--- src/rtl/mem_bus_arbiter_pkg.sv ---
// Shared types and constants for the two-requester external memory arbiter.
// The CPU path is requester 0 and the debug/program loader is requester 1.
package crp_mem_pkg;

  typedef enum logic [1:0] {
    ST_IDLE   = 2'd0,
    ST_ACCESS = 2'd1,
    ST_DONE   = 2'd2
  } arbState_t;

  localparam int REQ_CPU = 0;
  localparam int REQ_DBG = 1;

  localparam int         TIMEOUT_DEF   = 16;
  localparam logic [7:0] ERR_RDATA_DEF = 8'hFF;

  // Watchdog counter width; kept at least one bit so a disabled watchdog still elaborates.
  function automatic int wdogWidth(input int timeout);
    return (timeout < 1) ? 1 : $clog2(timeout + 1);
  endfunction

  localparam int WDOG_W_DEF = wdogWidth(TIMEOUT_DEF);

endpackage

--- src/rtl/mem_bus_arbiter_if.sv ---
// Requester-side and external-memory-side signals of the arbiter.
// The arbiter uses the slave view; the environment driving it uses the master view.
interface mem_bus_arbiter_if #(
  parameter int ADDR_WIDTH = 15,
  parameter int DATA_WIDTH = 8
) ();

  logic [1:0]              req;
  logic [1:0]              we;
  logic [2*ADDR_WIDTH-1:0] addr;
  logic [2*DATA_WIDTH-1:0] wdata;
  logic [1:0]              gnt;
  logic [1:0]              done;
  logic                    err;
  logic [DATA_WIDTH-1:0]   rdata;

  logic                    ext_valid;
  logic                    ext_we;
  logic [ADDR_WIDTH-1:0]   ext_addr;
  logic [DATA_WIDTH-1:0]   ext_wdata;
  logic                    ext_ready;
  logic [DATA_WIDTH-1:0]   ext_rdata;

  modport slave (
    input  req, we, addr, wdata, ext_ready, ext_rdata,
    output gnt, done, err, rdata, ext_valid, ext_we, ext_addr, ext_wdata
  );

  modport master (
    output req, we, addr, wdata, ext_ready, ext_rdata,
    input  gnt, done, err, rdata, ext_valid, ext_we, ext_addr, ext_wdata
  );

endinterface

--- src/rtl/mem_bus_arbiter_rr2.sv ---
// Two-input round-robin picker. On a tie the pointer names the winner, and the
// pointer moves away from whoever was just served when update is strobed.
module mem_arb_rr2
  import crp_mem_pkg::*;
(
  input  logic       clk,
  input  logic       reset,
  input  logic [1:0] req,
  input  logic       update,
  input  logic       servedIdx,
  output logic       pickValid,
  output logic       pickIdx
);

  logic ptr;

  always_ff @(posedge clk) begin
    if (reset) begin
      ptr <= 1'b0;
    end else if (update) begin
      ptr <= ~servedIdx;
    end
  end

  always_comb begin
    pickValid = |req;
    if (req[REQ_CPU] && req[REQ_DBG]) begin
      pickIdx = ptr;
    end else begin
      pickIdx = req[REQ_DBG];
    end
  end

endmodule

--- src/rtl/mem_bus_arbiter.sv ---
// Shares one byte-wide external memory port between the CPU and the debug loader:
// round-robin grant, one valid/ready transaction, done pulse, watchdog abort.
module mem_bus_arbiter
  import crp_mem_pkg::*;
#(
  parameter int                    ADDR_WIDTH = 15,
  parameter int                    DATA_WIDTH = 8,
  parameter int                    TIMEOUT    = TIMEOUT_DEF,
  parameter logic [DATA_WIDTH-1:0] ERR_RDATA  = ERR_RDATA_DEF
) (
  input logic              clk,
  input logic              reset,
  mem_bus_arbiter_if.slave bus
);

  localparam int                WDOG_W     = wdogWidth(TIMEOUT);
  localparam logic [WDOG_W-1:0] WDOG_LIMIT = WDOG_W'((TIMEOUT > 0) ? TIMEOUT - 1 : 0);

  arbState_t             state;
  logic [1:0]            gntReg;
  logic [1:0]            doneReg;
  logic                  errReg;
  logic [DATA_WIDTH-1:0] rdataReg;
  logic                  extValid;
  logic                  extWe;
  logic [ADDR_WIDTH-1:0] extAddr;
  logic [DATA_WIDTH-1:0] extWdata;
  logic                  curIdx;
  logic [WDOG_W-1:0]     wdogCnt;

  logic                  pickValid;
  logic                  pickIdx;
  logic                  pickWe;
  logic [ADDR_WIDTH-1:0] pickAddr;
  logic [DATA_WIDTH-1:0] pickWdata;
  logic                  wdogHit;
  logic                  finishing;

  mem_arb_rr2 rr (
    .clk       (clk),
    .reset     (reset),
    .req       (bus.req),
    .update    (finishing),
    .servedIdx (curIdx),
    .pickValid (pickValid),
    .pickIdx   (pickIdx)
  );

  always_comb begin
    pickWe    = bus.we[pickIdx];
    pickAddr  = pickIdx ? bus.addr[2*ADDR_WIDTH-1:ADDR_WIDTH] : bus.addr[ADDR_WIDTH-1:0];
    pickWdata = pickIdx ? bus.wdata[2*DATA_WIDTH-1:DATA_WIDTH] : bus.wdata[DATA_WIDTH-1:0];
  end

  // A ready arriving in the watchdog's last cycle wins over the abort.
  assign wdogHit   = (TIMEOUT > 0) && (wdogCnt == WDOG_LIMIT);
  assign finishing = (state == ST_ACCESS) && (bus.ext_ready || wdogHit);

  always_ff @(posedge clk) begin
    if (reset) begin
      state    <= ST_IDLE;
      gntReg   <= '0;
      doneReg  <= '0;
      errReg   <= 1'b0;
      rdataReg <= '0;
      extValid <= 1'b0;
      extWe    <= 1'b0;
      extAddr  <= '0;
      extWdata <= '0;
      curIdx   <= 1'b0;
      wdogCnt  <= '0;
    end else begin
      gntReg  <= '0;
      doneReg <= '0;
      errReg  <= 1'b0;
      unique case (state)
        ST_IDLE: begin
          if (pickValid) begin
            state           <= ST_ACCESS;
            curIdx          <= pickIdx;
            gntReg[pickIdx] <= 1'b1;
            extValid        <= 1'b1;
            extWe           <= pickWe;
            extAddr         <= pickAddr;
            extWdata        <= pickWdata;
            wdogCnt         <= '0;
          end
        end
        ST_ACCESS: begin
          if (bus.ext_ready) begin
            state           <= ST_DONE;
            extValid        <= 1'b0;
            doneReg[curIdx] <= 1'b1;
            if (!extWe) begin
              rdataReg <= bus.ext_rdata;
            end
          end else if (wdogHit) begin
            state           <= ST_DONE;
            extValid        <= 1'b0;
            doneReg[curIdx] <= 1'b1;
            errReg          <= 1'b1;
            if (!extWe) begin
              rdataReg <= ERR_RDATA;
            end
          end else begin
            wdogCnt <= wdogCnt + 1'b1;
          end
        end
        ST_DONE: begin
          state <= ST_IDLE;
        end
        default: begin
          state <= ST_IDLE;
        end
      endcase
    end
  end

  assign bus.gnt       = gntReg;
  assign bus.done      = doneReg;
  assign bus.err       = errReg;
  assign bus.rdata     = rdataReg;
  assign bus.ext_valid = extValid;
  assign bus.ext_we    = extWe;
  assign bus.ext_addr  = extAddr;
  assign bus.ext_wdata = extWdata;

endmodule

--- src/flat_wrapper.sv ---
// flat-port wrapper written by rule: the top's interface ports become plain ports
module mem_bus_arbiter_flat import crp_mem_pkg::*;
#(
  parameter int                    ADDR_WIDTH = 15,
  parameter int                    DATA_WIDTH = 8,
  parameter int                    TIMEOUT    = TIMEOUT_DEF,
  parameter logic [DATA_WIDTH-1:0] ERR_RDATA  = ERR_RDATA_DEF
)
  (clk, reset, bus_req, bus_we, bus_addr, bus_wdata, bus_ext_ready, bus_ext_rdata, bus_gnt, bus_done, bus_err, bus_rdata, bus_ext_valid, bus_ext_we, bus_ext_addr, bus_ext_wdata);
  mem_bus_arbiter_if #(.ADDR_WIDTH(ADDR_WIDTH), .DATA_WIDTH(DATA_WIDTH)) bus_i ();
  input logic clk;
  input logic reset;
  input wire logic [$bits(bus_i.req)-1:0] bus_req;
  input wire logic [$bits(bus_i.we)-1:0] bus_we;
  input wire logic [$bits(bus_i.addr)-1:0] bus_addr;
  input wire logic [$bits(bus_i.wdata)-1:0] bus_wdata;
  input wire logic [$bits(bus_i.ext_ready)-1:0] bus_ext_ready;
  input wire logic [$bits(bus_i.ext_rdata)-1:0] bus_ext_rdata;
  output wire logic [$bits(bus_i.gnt)-1:0] bus_gnt;
  output wire logic [$bits(bus_i.done)-1:0] bus_done;
  output wire logic [$bits(bus_i.err)-1:0] bus_err;
  output wire logic [$bits(bus_i.rdata)-1:0] bus_rdata;
  output wire logic [$bits(bus_i.ext_valid)-1:0] bus_ext_valid;
  output wire logic [$bits(bus_i.ext_we)-1:0] bus_ext_we;
  output wire logic [$bits(bus_i.ext_addr)-1:0] bus_ext_addr;
  output wire logic [$bits(bus_i.ext_wdata)-1:0] bus_ext_wdata;
  assign bus_i.req = bus_req;
  assign bus_i.we = bus_we;
  assign bus_i.addr = bus_addr;
  assign bus_i.wdata = bus_wdata;
  assign bus_i.ext_ready = bus_ext_ready;
  assign bus_i.ext_rdata = bus_ext_rdata;
  assign bus_gnt = bus_i.gnt;
  assign bus_done = bus_i.done;
  assign bus_err = bus_i.err;
  assign bus_rdata = bus_i.rdata;
  assign bus_ext_valid = bus_i.ext_valid;
  assign bus_ext_we = bus_i.ext_we;
  assign bus_ext_addr = bus_i.ext_addr;
  assign bus_ext_wdata = bus_i.ext_wdata;
  mem_bus_arbiter #(.ADDR_WIDTH(ADDR_WIDTH), .DATA_WIDTH(DATA_WIDTH), .TIMEOUT(TIMEOUT), .ERR_RDATA(ERR_RDATA)) u_core (.clk(clk), .reset(reset), .bus(bus_i));
endmodule
--- config.mk ---
export PLATFORM = sky130hd
export DESIGN_NAME = mem_bus_arbiter_flat
export DESIGN_NICKNAME = d
export VERILOG_FILES = /design/src/rtl/mem_bus_arbiter_pkg.sv /design/src/rtl/mem_bus_arbiter_if.sv /design/src/rtl/mem_bus_arbiter_rr2.sv /design/src/rtl/mem_bus_arbiter.sv /design/src/flat_wrapper.sv
export SDC_FILE = /design/constraint.sdc
export NUM_CORES = 1
export LEC_CHECK = 0
export BUFFER_PORTS_ARGS = -buffer_cell sky130_fd_sc_hd__buf_4
export CAP_MARGIN = 20
export CORE_AREA = 2 2 72 74
export CTS_CLUSTER_DIAMETER = 60
export CTS_CLUSTER_SIZE = 28
export DETAILED_ROUTE_END_ITERATION = 8
export DIE_AREA = 0 0 74 76
export PLACE_DENSITY = 0.78
export SYNTH_ARGS = -nofsm -noshare
export SYNTH_HDL_FRONTEND = slang
export SYNTH_HIERARCHICAL = 1
export SYNTH_SLANG_ARGS = --single-unit
--- constraint.sdc ---
create_clock -name clk -period 2.21 [get_ports clk]
set_input_delay 0.663 -clock clk [delete_from_list [all_inputs] [get_ports clk]]
set_output_delay 0.663 -clock clk [all_outputs]
set_load 0.02 [all_outputs]
==> Word-level counts from Yosys, hierarchy flattened <==
Cells that the tools add are included.
{ "op_classes": {"n_addsub": 1, "order_cmp": 4, "eq_ne": 6, "muxes": 28, "n_bitwise": 5, "n_reduce_logical": 17} }
{ "ops": {"columns": ["op", "n"], "rows": [
  ["two-way mux 8 bit", 5],
  ["two-way mux 15 bit", 1],
  ["two-way mux 5 bit", 3],
  ["two-way mux 2 bit", 5],
  ["case mux 5 bit (2 select lines)", 1],
  ["two-way mux 1 bit", 9],
  ["AND reduction 3 bit", 2],
  ["OR reduction 3 bit", 2],
  ["adder 5 x 1 -> 5 bit, second input constant", 1],
  ["== test 5 x 4 -> 1 bit, second input constant", 1],
  ["NOT 1 bit", 5],
  ["logical AND 1 bit", 4],
  ["< comparator 1 x 2 -> 1 bit, second input constant", 2],
  ["inequality test 2 bit, second input constant", 2],
  ["case mux 2 bit (2 select lines)", 1],
  ["AND reduction 2 bit", 2],
  ["AND reduction 4 bit", 1],
  ["nonzero test 2 bit", 2],
  ["OR reduction 2 bit", 2],
  ["inequality test 3 x 2 -> 1 bit, second input constant", 1],
  ["demux 1 bit (select 1 bit)", 2],
  ["== test 2 x 1 -> 1 bit, second input constant", 1],
  ["greater-or-equal comparator 1 bit, second input constant", 2],
  ["zero test 2 bit", 1],
  ["3 further kinds", 3]
]} }
{ "word_totals": {"ff_bits": 47, "in_bits": 61, "wordCells": 73} }

==> Depth between registers and ports, before layout <==
{ "logic_depth": {"depth_word": 6, "depth_mapped": 7} }

==> Hierarchy <==
Netlist, hierarchy kept.
{ "modules_own_cells": {"columns": ["module", "n_inst", "cells_each", "area_per_inst_um2", "seq_area_each_um2"], "rows": [
  ["mem_bus_arbiter", 1, 186, 2079.5, 920.9],
  ["mem_arb_rr2", 1, 6, 53.8, 20.0]
]} }

==> Worst setup path before layout <==
OpenSTA, ideal clock, no wires.
{ "synth_timing": {"path_type": "reg-to-reg", "startpoint": "register u_core.wdogCnt[0]", "endpoint": "register u_core.wdogCnt[2]", "setup_ps": 87, "arrival_ps": 1825, "required_time_ps": 2123, "path_slack_ps": 298, "stages_incl_launch_ff": 7, "path_buffers": 0, "period_less_slack_ps": 1912, "path_cell_list": "dfxtp_1 -> ha_1 -> and3_1 -> ha_1 -> or4b_4 -> and2_2 -> o31ai_1"} }
{ "synth_between": {"elab_chain_cells": 4} }
{ "synth_rtl": {"columns": ["element", "line", "rtl"], "rows": [
  ["start, declared", "mem_bus_arbiter.sv:29", "logic [WDOG_W-1:0] wdogCnt;"],
  ["start signal, assigned", "mem_bus_arbiter.sv:106", "wdogCnt <= wdogCnt + 1'b1;"],
  ["adder 5 x 1 -> 5 bit", "mem_bus_arbiter.sv:106", null],
  ["two-way mux 5 bit", "mem_bus_arbiter.sv:97", "end else if (wdogHit) begin"],
  ["two-way mux 5 bit", "mem_bus_arbiter.sv:90", "if (bus.ext_ready) begin"],
  ["case mux 5 bit (2 select lines)", "mem_bus_arbiter.sv:76", "unique case (state)"]
]} }
Parallel ways exist; a longest one is shown, timed or not. The select of a mux whose other input is x is not followed.
A chain may end at the register's enable or synchronous reset.

==> Final worst setup path <==
Ends and elaborated chain as after synthesis.

==> impl_metrics.tcl <==
set metrics [dict create \
    initial_core_util 0.4343 \
    period_needed_ps 2046 \
    p_comb_frac 0.226 \
    synth_compound_area_frac 0.2076 \
    grt_pass1_vias 1774 \
    dp.cells 344 \
    drive_gt1_frac 0.4433 \
    synth.avg_cell_area_um2 11.11 \
    area_growth_pct 39.59 \
    n_antenna_cell 0 \
    setup_viol 0 \
    synth_flop_cell "dfxtp_1" \
    setup_tns_ps 0 \
    synth.most_common_cell "dfxtp_1" \
    path_cells "ha_1 -> and3_1 -> ha_1 -> or4b_4 -> and2_2 -> o31ai_1" \
    vias 1803 \
    port_buffers 98 \
    root_buffer "clkbuf_8" \
    rsz0062_at_grt "no" \
    worst_path_largest_cell_delay_ps 520 \
    final-hold-violation-count 0 \
    ir_drop_mv 0.3640 \
    fin_crit_sh 0.9256 \
    die_x_um 74 \
    cp-start-kind "flip-flop" \
    slew_violations 0 \
    ys_seq_area_frac 0.4411 \
    finalInstanceArea_um2 2978 \
    firstDrtPassIters 4 \
    grt_max_degree 28 \
    dieArea_um2 5624 \
    synth.cell_area_um2 2133 \
    wirelength_um 4934 \
    p_sw_mw 0.5782 \
    critPathTopFamily "simple AND/OR/NAND/NOR gates" \
    dp_hpwl_um 3601 \
    ys_ff_latch 47 \
    drc_errors 0 \
    power.share.clock 0.316 \
    synth_cells 192 \
    grt_pass1_wl_um 8059 \
    yosysUniqueCellTypes 42 \
    gp_congestion 0.8419 \
    dpl-instance-area_um2 2856 \
    core_um2 4912 \
    p_seq_frac 0.457 \
    synth_top_area_frac 0.4411 \
    numCtsBuffers 5 \
    synth.area.top_cells "dfxtp_1, mux2i_1, o2bb2ai_2" \
    cp_data_arrival_time_ps 2270 \
    holdBufCountCts 0 \
    synthAdderAreaFrac 0.01760 \
    cts_num_sinks 47 \
    max_clock_freq_ghz 0.4889 \
    hold_path_class "reg2reg" \
    avgViaCountPerCell 5.122 \
    required_ps 2430 \
    synth_top_family_by_area "compound AO/OA/AOI/OAI gates" \
    synth_xor_area_frac 0 \
    synth-simple-area-share 0.1408 \
    async_reset_ff_frac 0 \
    crit_top_cell "ha_1" \
    grt_antenna_before_repair 0 \
    ys_warn_count 6 \
    syn_nets 256 \
    clkTransAtPathRegs_ps 90 \
    pin_count 99 \
    drtIter0Drc 37 \
    cpMaxStageDelayCell "or4b_4" \
    power_density_nw_per_um2 704.4 \
    clock_latency_ps 300 \
    yosys.area.top_type "dfxtp_1" \
    end_kind "flip-flop" \
    synth.area.mux_share 0.1173 \
    cts_tree "done" \
    criticalPathCategory "reg2reg" \
    wl_per_cell_um 14.02 \
    tightestPinTransition_ps 405.6 \
    finalPower_mw 2.098 \
    stdcell_count 352 \
    status "finished, final reports clean" \
    layout.nets 345 \
    rows 26 \
    place_ws_ps 157.5 \
    maxSlewHeadroom 0.7296 \
    clock_path_buffers 2 \
    fin_worst_skew_ps 11.48 \
    p_leak_nw 1.265 \
    ys_top_cells_by_count "dfxtp_1, mux2i_1, o2bb2ai_1" \
    cts_setup_buffers 0 \
    switching_share 0.2756 \
    path_buf_inv 0 \
    cts_resized 0 \
    fin_ws_ps 164.4 \
    p_int_mw 1.520 \
    htree_levels 2 \
    synth-edff-count 0 \
    fin_util 0.6062 \
    overflow 0 \
    cap_violations 0 \
    crit_fanout 6 \
    dieHeight_um 76 \
    track_usage 0.1784 \
    ant_nets 0 \
    whs_ps 472.6 \
]
-- layout by cell type, fill, tap and decap left out, types with 3 or more instances in the layout --
| cell | Yosys | final |
|---|---|---|
| o21ai_0 | 3 | 3 |
| nor3_1 | 9 | 9 |
| dfxtp_1 | 47 | 47 |
| buf_4 | 1 | 98 |
| ha_1 | 3 | 3 |
| a21oi_1 | 3 | 3 |
| clkbuf_8 | 0 | 6 |
| a31oi_1 | 8 | 8 |
| inv_1 | 8 | 8 |
| nor4b_1 | 9 | 9 |
| o2bb2ai_1 | 15 | 15 |
| o2bb2ai_2 | 9 | 9 |
| nor2_1 | 7 | 7 |
| mux2i_1 | 25 | 25 |
-- cell type report --
class | count | area, µm²
fill | 426 | 1934
multi-input combinational | 120 | 1042
sequential | 47 | 940.9
timing repair buffer | 99 | 755.7
tap | 70 | 87.58
clock buffer | 6 | 82.58
clock inverter | 2 | 38.79
inverter | 8 | 30.03
-- path summary, 6_finish.rpt --
check | startpoint | endpoint | slack [ps] | depth (start not counted)
min | u_core/bus.ext_wdata[7] | u_core/bus.ext_wdata[7] | 470 | 1
max | u_core/wdogCnt[0] | u_core/wdogCnt[2] | 160 | 6
min reg2reg | u_core/bus.ext_wdata[7] | u_core/bus.ext_wdata[7] | 470 | 1
max reg2reg | u_core/wdogCnt[0] | u_core/wdogCnt[2] | 160 | 6
-- registers in the layout, indices dropped and copies added (netlist names) --
signal	flops
u_core/bus.done	2
u_core/bus.ext_we	1
u_core/rr/ptr	1
u_core/curIdx	1
u_core/bus.gnt	2
u_core/bus.ext_wdata	8
u_core/bus.ext_valid	1
u_core/bus.err	1
u_core/wdogCnt	5
u_core/state	2
u_core/bus.ext_addr	15
u_core/bus.rdata	8
-- power by group through the flow --
| stage | sequential [mW] | clock (mW) | combinational [mW] |
|---|---|---|---|
| finish | 0.959 | 0.664 | 0.475 |
| detailed placement | 0.978 | 0 | 0.480 |
| global route | 0.969 | 0.724 | 0.509 |
| floorplan | 1.04 | 0 | 0.224 |
| CTS | 0.959 | 0.682 | 0.480 |
| global placement | 0.977 | 0 | 0.472 |
-- logic make-up after synthesis --
kind of cell	count (synthesis)
AOI/OAI and AO/OA	47
DFF	47
and+or+nand+nor	45
buffers and inverters	25
muxes	25
adders and majority gates	3
-- per-layer routing --
layer / GRT usage / share of wire / vias up
li1: - / - / 888
met1: 0.2124 / 0.40 / 844
met2: 0.3071 / 0.50 / 66
met3: 0.05952 / 0.083 / 5
met4: 0.03818 / 0.0097 / 0
met5: 0 / 0 / -
Power figures use the tool's default switching activity.
